--- config.mk ---
export PLATFORM = sky130hd
export DESIGN_NAME = cnu_sched_flat
export DESIGN_NICKNAME = d
export VERILOG_FILES = /design/src/rtl/cnu_sched_if.sv /design/src/rtl/cnu_sched.sv /design/src/flat_wrapper.sv
export SDC_FILE = /design/constraint.sdc
export NUM_CORES = 1
export LEC_CHECK = 0
export ABC_AREA = 0
export CORE_ASPECT_RATIO = 0.7
export CORE_MARGIN = 1
export CORE_UTILIZATION = 47
export DETAILED_ROUTE_END_ITERATION = 8
export PLACE_DENSITY = 0.77
export SLEW_MARGIN = 5
export SYNTH_ARGS = -nofsm -noshare
export SYNTH_HDL_FRONTEND = slang
export SYNTH_SLANG_ARGS = --single-unit
--- constraint.sdc ---
create_clock -name clk -period 1.8 [get_ports clk]
set_input_delay 0.45 -clock clk [delete_from_list [all_inputs] [get_ports clk]]
set_output_delay 0.45 -clock clk [all_outputs]
set_load 0.01 [all_outputs]
--- src/rtl/cnu_sched_if.sv ---
// Handshake bundle between decoder control / CNU datapath (master) and the
// layered-decoding scheduler (slave).
interface cnu_sched_if #(
  parameter int ADDR_W = 3,
  parameter int ITER_W = 5
);
  logic              start;
  logic [ITER_W-1:0] max_iter;
  logic              abort;
  logic              par_ok;
  logic              busy;
  logic              done;
  logic              converged;
  logic [ITER_W-1:0] iter_cnt;
  logic              rd_en;
  logic [ADDR_W-1:0] rd_addr;
  logic              cnu_en;
  logic              wr_en;
  logic [ADDR_W-1:0] wr_addr;

  modport master (
    output start, max_iter, abort, par_ok,
    input  busy, done, converged, iter_cnt, rd_en, rd_addr, cnu_en, wr_en, wr_addr
  );

  modport slave (
    input  start, max_iter, abort, par_ok,
    output busy, done, converged, iter_cnt, rd_en, rd_addr, cnu_en, wr_en, wr_addr
  );
endinterface

--- src/rtl/cnu_sched.sv ---
// Layered-decoding scheduler: walks check-node rows once per iteration, aligns
// CNU enable and write-back with the read pipeline, and ends on limit/parity/abort.
module cnu_sched #(
  parameter int ROWS    = 8,
  parameter int ADDR_W  = 3,
  parameter int ITER_W  = 5,
  parameter int CNU_LAT = 2
) (
  input  logic        clk,
  input  logic        rst,
  cnu_sched_if.slave  bus
);

  typedef enum logic [1:0] {IDLE, ISSUE, DRAIN, CHECK} state_t;

  state_t            state;
  logic [ADDR_W-1:0] row_cnt;
  logic [ITER_W-1:0] max_eff;
  logic [ITER_W-1:0] iter_cnt;
  logic              par_acc;
  logic              busy;
  logic              done;
  logic              converged;
  logic              rd_en;
  logic [ADDR_W-1:0] rd_addr;
  // vld[0] is cnu_en, vld[CNU_LAT] is wr_en; addr_pipe tracks the row alongside.
  logic [CNU_LAT:0]  vld;
  logic [ADDR_W-1:0] addr_pipe [CNU_LAT+1];

  logic [ITER_W-1:0] iter_next;
  logic              pipe_busy;

  assign iter_next = iter_cnt + ITER_W'(1);
  // Everything upstream of the write stage is empty: the write in flight is the last one.
  assign pipe_busy = rd_en | (|vld[CNU_LAT-1:0]);

  assign bus.busy      = busy;
  assign bus.done      = done;
  assign bus.converged = converged;
  assign bus.iter_cnt  = iter_cnt;
  assign bus.rd_en     = rd_en;
  assign bus.rd_addr   = rd_addr;
  assign bus.cnu_en    = vld[0];
  assign bus.wr_en     = vld[CNU_LAT];
  assign bus.wr_addr   = addr_pipe[CNU_LAT];

  always_ff @(posedge clk or posedge rst) begin
    if (rst) begin
      state     <= IDLE;
      row_cnt   <= '0;
      max_eff   <= ITER_W'(1);
      iter_cnt  <= '0;
      par_acc   <= 1'b0;
      busy      <= 1'b0;
      done      <= 1'b0;
      converged <= 1'b0;
      rd_en     <= 1'b0;
      rd_addr   <= '0;
      vld       <= '0;
      // NOTE: the address shift register is small flop storage, not RAM, so it is
      // reset like any other state to keep wr_addr at 0 out of reset.
      for (int i = 0; i <= CNU_LAT; i++) addr_pipe[i] <= '0;
    end else begin
      // NOTE: non-blocking throughout; later assignments in this block override the
      // defaults below, which is how abort and FSM decisions take priority.
      done         <= 1'b0;
      rd_en        <= 1'b0;
      vld          <= {vld[CNU_LAT-1:0], rd_en};
      addr_pipe[0] <= rd_addr;
      for (int i = 1; i <= CNU_LAT; i++) addr_pipe[i] <= addr_pipe[i-1];
      if (vld[CNU_LAT]) par_acc <= par_acc & bus.par_ok;

      if (bus.abort) begin
        state <= IDLE;
        busy  <= 1'b0;
        vld   <= '0;
      end else begin
        case (state)
          IDLE: begin
            if (bus.start) begin
              state     <= ISSUE;
              busy      <= 1'b1;
              iter_cnt  <= '0;
              converged <= 1'b0;
              max_eff   <= (bus.max_iter == '0) ? ITER_W'(1) : bus.max_iter;
              row_cnt   <= '0;
              par_acc   <= 1'b1;
            end
          end
          ISSUE: begin
            rd_en   <= 1'b1;
            rd_addr <= row_cnt;
            row_cnt <= row_cnt + ADDR_W'(1);
            if (row_cnt == ADDR_W'(ROWS - 1)) state <= DRAIN;
          end
          DRAIN: begin
            if (!pipe_busy) state <= CHECK;
          end
          CHECK: begin
            iter_cnt <= iter_next;
            if (par_acc || iter_next == max_eff) begin
              state     <= IDLE;
              busy      <= 1'b0;
              done      <= 1'b1;
              converged <= par_acc;
            end else begin
              // Issue row 0 on the transition itself so iterations stay back to back.
              state   <= ISSUE;
              rd_en   <= 1'b1;
              rd_addr <= '0;
              row_cnt <= ADDR_W'(1);
              par_acc <= 1'b1;
            end
          end
          default: state <= IDLE;
        endcase
      end
    end
  end

endmodule

--- src/flat_wrapper.sv ---
// flat-port wrapper written by rule: the top's interface ports become plain ports
module cnu_sched_flat 
#(
  parameter int ROWS    = 8,
  parameter int ADDR_W  = 3,
  parameter int ITER_W  = 5,
  parameter int CNU_LAT = 2
)
  (clk, rst, bus_start, bus_max_iter, bus_abort, bus_par_ok, bus_busy, bus_done, bus_converged, bus_iter_cnt, bus_rd_en, bus_rd_addr, bus_cnu_en, bus_wr_en, bus_wr_addr);
  cnu_sched_if #(.ADDR_W(ADDR_W), .ITER_W(ITER_W)) bus_i ();
  input  logic clk;
  input  logic rst;
  input wire logic [$bits(bus_i.start)-1:0] bus_start;
  input wire logic [$bits(bus_i.max_iter)-1:0] bus_max_iter;
  input wire logic [$bits(bus_i.abort)-1:0] bus_abort;
  input wire logic [$bits(bus_i.par_ok)-1:0] bus_par_ok;
  output wire logic [$bits(bus_i.busy)-1:0] bus_busy;
  output wire logic [$bits(bus_i.done)-1:0] bus_done;
  output wire logic [$bits(bus_i.converged)-1:0] bus_converged;
  output wire logic [$bits(bus_i.iter_cnt)-1:0] bus_iter_cnt;
  output wire logic [$bits(bus_i.rd_en)-1:0] bus_rd_en;
  output wire logic [$bits(bus_i.rd_addr)-1:0] bus_rd_addr;
  output wire logic [$bits(bus_i.cnu_en)-1:0] bus_cnu_en;
  output wire logic [$bits(bus_i.wr_en)-1:0] bus_wr_en;
  output wire logic [$bits(bus_i.wr_addr)-1:0] bus_wr_addr;
  assign bus_i.start = bus_start;
  assign bus_i.max_iter = bus_max_iter;
  assign bus_i.abort = bus_abort;
  assign bus_i.par_ok = bus_par_ok;
  assign bus_busy = bus_i.busy;
  assign bus_done = bus_i.done;
  assign bus_converged = bus_i.converged;
  assign bus_iter_cnt = bus_i.iter_cnt;
  assign bus_rd_en = bus_i.rd_en;
  assign bus_rd_addr = bus_i.rd_addr;
  assign bus_cnu_en = bus_i.cnu_en;
  assign bus_wr_en = bus_i.wr_en;
  assign bus_wr_addr = bus_i.wr_addr;
  cnu_sched #(.ROWS(ROWS), .ADDR_W(ADDR_W), .ITER_W(ITER_W), .CNU_LAT(CNU_LAT)) u_core (.clk(clk), .rst(rst), .bus(bus_i));
endmodule
# == Yosys cells after proc, flatten, opt, wreduce, memory -nomap -nowiden ==
# Cells that the tools add are included.
# totals
output_inout_bits,17
n_memories,0
in_bits,10
regBits,35
mem_bits_ro,0
ram_bits,0
latch_bits,0
# op_classes
mul,0
div,0
mux,33
reduce_logical,15
eq_ne,12
n_shift,0
magnitude_cmp,0
n_bitwise,3
add_sub_neg,2
# ops
operator,count
1-bit 2-to-1 mux,15
3-bit AND reduction,5
3-bit 2-to-1 mux,4
5-bit 2-to-1 mux,2
5-bit one-hot mux with 2 select lines,1
3-bit one-hot mux with 3 select lines,1
2-bit 2-to-1 mux,4
1-bit one-hot mux with 2 select lines,4
2-bit one-hot mux with 4 select lines,1
4-bit AND reduction,2
3-bit by 2-bit != test with 1-bit output (second input constant),2
3-bit != test (second input constant),2
3-bit one-hot mux with 2 select lines,1
3-bit nonzero test,2
5-bit by 1-bit adder with 5-bit output (second input constant),1
5-bit == test,1
5-bit logical NOT,1
2-bit == test (second input constant),2
2-bit != test (second input constant),2
2-bit nonzero test,2
3-bit by 1-bit adder with 3-bit output (second input constant),1
3-bit == test (second input constant),1
2-bit by 1-bit == test with 1-bit output (second input constant),1
2-bit logical NOT,1
other kinds (6),6

# == Logic depth before layout (Yosys ltp) ==
# Gate-level depths: netlist (run 1).
# logic_depth
ltp_word,6
mapped_depth,7
mapped_depth_nobuf,7

# == Worst setup path before layout (run 1) ==
# No wires, ideal clock.
# synth_timing
path_kind,register to register
start,register u_core.state[0]
end,register u_core.row_cnt[1]
arrival_time_ns,1.732
setup_slack_ns,-0.055
setup_ns,0.123
n_path_buf,0
required_time_ns,1.677
stages_incl_launch_ff,8
cell_sequence,dfrtp_1 inv_1 ha_1 nor2b_4 or2_4 or3_1 o21ba_2 mux2i_1
# synth_via
elab_chain_len,3
# synth_lines
item,line_no,text
"start, declared",cnu_sched.sv:16,state_t state;
"start signal, assigned",cnu_sched.sv:49,state <= IDLE;
"start signal, assigned",cnu_sched.sv:74,state <= IDLE;
"start signal, assigned",cnu_sched.sv:81,state <= ISSUE;
2-bit == test (tied with other cells),cnu_sched.sv:78,case (state)
2-bit != test (no source line) / 3-bit nonzero test (equally long branches),--,
4-bit AND reduction (no source line),--,
"end signal, assigned",cnu_sched.sv:93,row_cnt <= row_cnt + ADDR_W'(1);
"end, declared",cnu_sched.sv:17,logic [ADDR_W-1:0] row_cnt;
# Several ways; a longest one is shown, not always the timed one.
# A chain may end at the register's enable or synchronous reset.

# == Worst setup path in the final report (run 1) ==
# layout_timing
start,register u_core.iter_cnt[0] (netlist: u_core.bus.iter_cnt[0])
end,register u_core.state[0]
# layout_via
elab_chain_len,6
# layout_lines
item,line_no,text
"start, declared",cnu_sched.sv:19,logic [ITER_W-1:0] iter_cnt;
"start signal, assigned",cnu_sched.sv:100,iter_cnt <= iter_next;
5-bit by 1-bit adder with 5-bit output,cnu_sched.sv:33,assign iter_next = iter_cnt + ITER_W'(1);
5-bit == test,cnu_sched.sv:101,if (par_acc || iter_next == max_eff) begin
1-bit logical OR,cnu_sched.sv:101,
1-bit 2-to-1 mux,cnu_sched.sv:101,
2-bit one-hot mux with 4 select lines,cnu_sched.sv:78,
2-bit 2-to-1 mux,cnu_sched.sv:73,if (bus.abort) begin
"end signal, assigned",cnu_sched.sv:74,
"end signal, assigned",cnu_sched.sv:81,
"end signal, assigned",cnu_sched.sv:102,state <= IDLE;
# No other way between the ends.

==> out/summary.txt, run 1 <==
Area Overhead vs Synth = 37.5%
Fill cells = 240
Crit path arrival time = 2.05 ns
vias in the first global route = 1,287
WHS Endpoint = u_core.bus.wr_addr[2]
final worst slack = -0.0296 ns
Hold Crit Class = reg -> reg
Final Hold Fails = 0
post-layout instance area = 2340 um2
PortBufs = 26
Hold Startpoint = u_core.addr_pipe[5]
Routability Congestion = 0.840
storage element area = 880 um2
clock tree buffer depth = 2
number of remaining DRC errors = 0
CP Max Fanout = 3
later-pin clock latency in the skew report = 0.30 ns
layout cells sized above 1 = 29.5%
Crit. Startpoint = u_core.bus.iter_cnt[0]
hpwl dp = 2970 um
CP Capture Type = flip-flop
Clock Sinks = 35
io pins = 27
grt ovf = 0
WHS = 0.352 ns
min cycle time layout = 1.83 ns
starting density of the core = 51.7%
diode count = 0
pre-CTS setup slack = -0.261 ns
path depth of the worst reg2reg path = 7
r2r startpoint = u_core.bus.iter_cnt[0]
commonest non-fill, non-tap cell in the layout = dfrtp_1
cts bufs inserted = 5
Synth Flop Type = dfrtp_1
sequential share of the synthesized area = 51.5%
die width = 74.0 um
first-pass GRT wire length = 6190 um
number of flops mapped to enable cells by yosys = 0
PwrDens = 1400 nW/um2
f_max = 547 MHz
Placed Area = 2160 um2
P_leak = 1.08 nW
Via-to-Cell Ratio = 5.28
Max Slew Vio Count = 0
TritonRoute pass-1 iters = 4
core box area = 3300 um2
1st-iter DRT viols = 87
Setup Crit Path Kind = reg -> reg
gr usage total = 23.1%
Max VDD drop = 0.774 mV
failing checks = negative setup slack
routed via count = 1,342
CTS tree = done
CTS root buf = clkbuf_8
row count = 17
MaxCap Viol Count = 0
Clock Skew = 0.00712 ns
Least-Margin Pin Slew = 0.419 ns
Die Y = 52.4 um
NumNets Final = 225
status = complete, but fails checks
fin util = 71.1%
Post-synth ARST share = 100%
r2r setup slk = -0.03 ns
Post-Syn Nets = 172
nature of the critical path startpoint = flip-flop
synthesized cell area = 1700 um2
multi-input logic area = 800 um2
fin crit share = 102%
post-cts hold buffer count = 0
RSZ-0062 raised after global routing = yes
slew margin rel. = 71.9%
FF-to-FF End = u_core.state[0]
DRT Wirelength = 3960 um
DIE AREA = 3870 um2
Reg clk slew, reported paths = 0.08 ns
syn avg cell area = 11.1 um2
most frequent cells in the layout = dfrtp_1 (32), buf_4 (25), clkdlybuf4s50_1 (21)
htree depth = 2
endpoints failing setup = 4
Worst Hold Path Cells = 0
#FFs+latches synth = 35
Antenna Nets Post-Route = 0
Required @ worst endpoint = 2.02 ns
initial antenna violation count = 0
Yosys warning count = 0
Syn Inst Count = 153
largest net degree at the start of global routing = 23
Netlist cell types = 44
Avg WL per Cell = 15.6 um
[routing by layer]
layer	track usage, %	routed length [um]	vias up	part of all wire (%)
met5	0	0	-	0
met4	9.62	71	0	1.8
met3	8.27	243	8	6.1
met2	34.4	1790	43	45
met1	30.4	1860	651	47
li1	-	-	640	-
[synth_stat cells (4+ instances only)]
library cell | count | area (um2)
nor3_1 | 4 | 20.0
buf_4 | 4 | 30.0
nor2_1 | 7 | 26.3
mux2_2 | 4 | 45.0
a21oi_1 | 4 | 20.0
inv_1 | 11 | 41.3
nand2_1 | 15 | 56.3
dfrtp_1 | 34 | 851
nor2b_1 | 4 | 25.0
ha_1 | 9 | 113
o21ai_0 | 8 | 40.0
mux2i_1 | 4 | 40.0
[flip-flops by register name (all words and copies together) (netlist names)]
name,flops
u_core.vld,3
u_core.bus.busy,1
u_core.addr_pipe,6
u_core.state,2
u_core.bus.done,1
u_core.bus.wr_addr,3
u_core.row_cnt,3
u_core.bus.iter_cnt,5
u_core.bus.rd_addr,3
u_core.max_eff,5
u_core.bus.rd_en,1
u_core.par_acc,1
u_core.bus.converged,1
[repair_timing]
| item | 4_1_cts | 5_1_grt |
|---|---|---|
| setup endpoints to repair | 14 | 13 |
| resized for setup | 13 | 7 |
| pin swaps | 6 | 1 |
| hold endpoints to repair | 0 | 0 |
| buffers inserted | 3 | 0 |
[worst max path at each step]
stage	slack (ns)	endpoint	cells past startpoint
after floorplan	0.01	u_core.row_cnt[1]	7
after global placement	-0.23	u_core.row_cnt[2]	6
after detailed placement	-0.26	u_core.row_cnt[1]	6
after CTS	-0.04	u_core.state[0]	7
after global routing	-0.08	u_core.state[0]	7
final	-0.03	u_core.state[0]	7
[kinds of logic after synthesis]
kind of cell,Yosys count,share of synthesized area (%)
adders and majority gates,9,6.61
muxes,8,4.99
buffers and inverters,18,5.29
AOI/OAI and AO/OA,35,15.8
xor gates and xnor gates,6,3.08
DFF,35,51.5
and+or+nand+nor,42,12.8
[power breakdown]
group          internal (W)  switching [W]  leakage, nW
clock network      0.000276       0.000315       0.0408
logic              0.000780       0.000669        0.613
registers           0.00105       0.000192        0.423
total               0.00211        0.00118         1.08
[cell type report]
cell class                 instances  area share [%]
clock buffer                       5            2.94
timing repair buffer              53            20.1
sequential                        35            37.5
clock inverter                     3            1.01
tap                               47            2.51
inverter                          11            1.76
multi-input combinational        100            34.1
[worst max-delay path, stage by stage, from the launching register on]
cell	delay, ns
dfrtp_2	0.43
ha_4	0.29
xor2_2	0.16
a211oi_2	0.06
o211a_1	0.18
buf_6	0.14
or3_4	0.35
a41oi_2	0.14
[stage by stage]
step | power (W) | std cells | TNS (ns)
after global placement | 0.00247 | 243 | -2.08
after global routing | 0.00347 | 254 | -0.341
after floorplan | 0.00201 | 153 | 0
final | 0.00328 | 254 | -0.0598
after detailed placement | 0.00257 | 243 | -3.05
after CTS | 0.00327 | 254 | -0.0558
(Power assumes the default switching activity.)
==> run 2, diff against run 1 <==
Settings changed: SLEW_MARGIN 5 to 25.
==> results of run 2 <==
The final DEF is identical to that of run 1; final timing and power are the same.
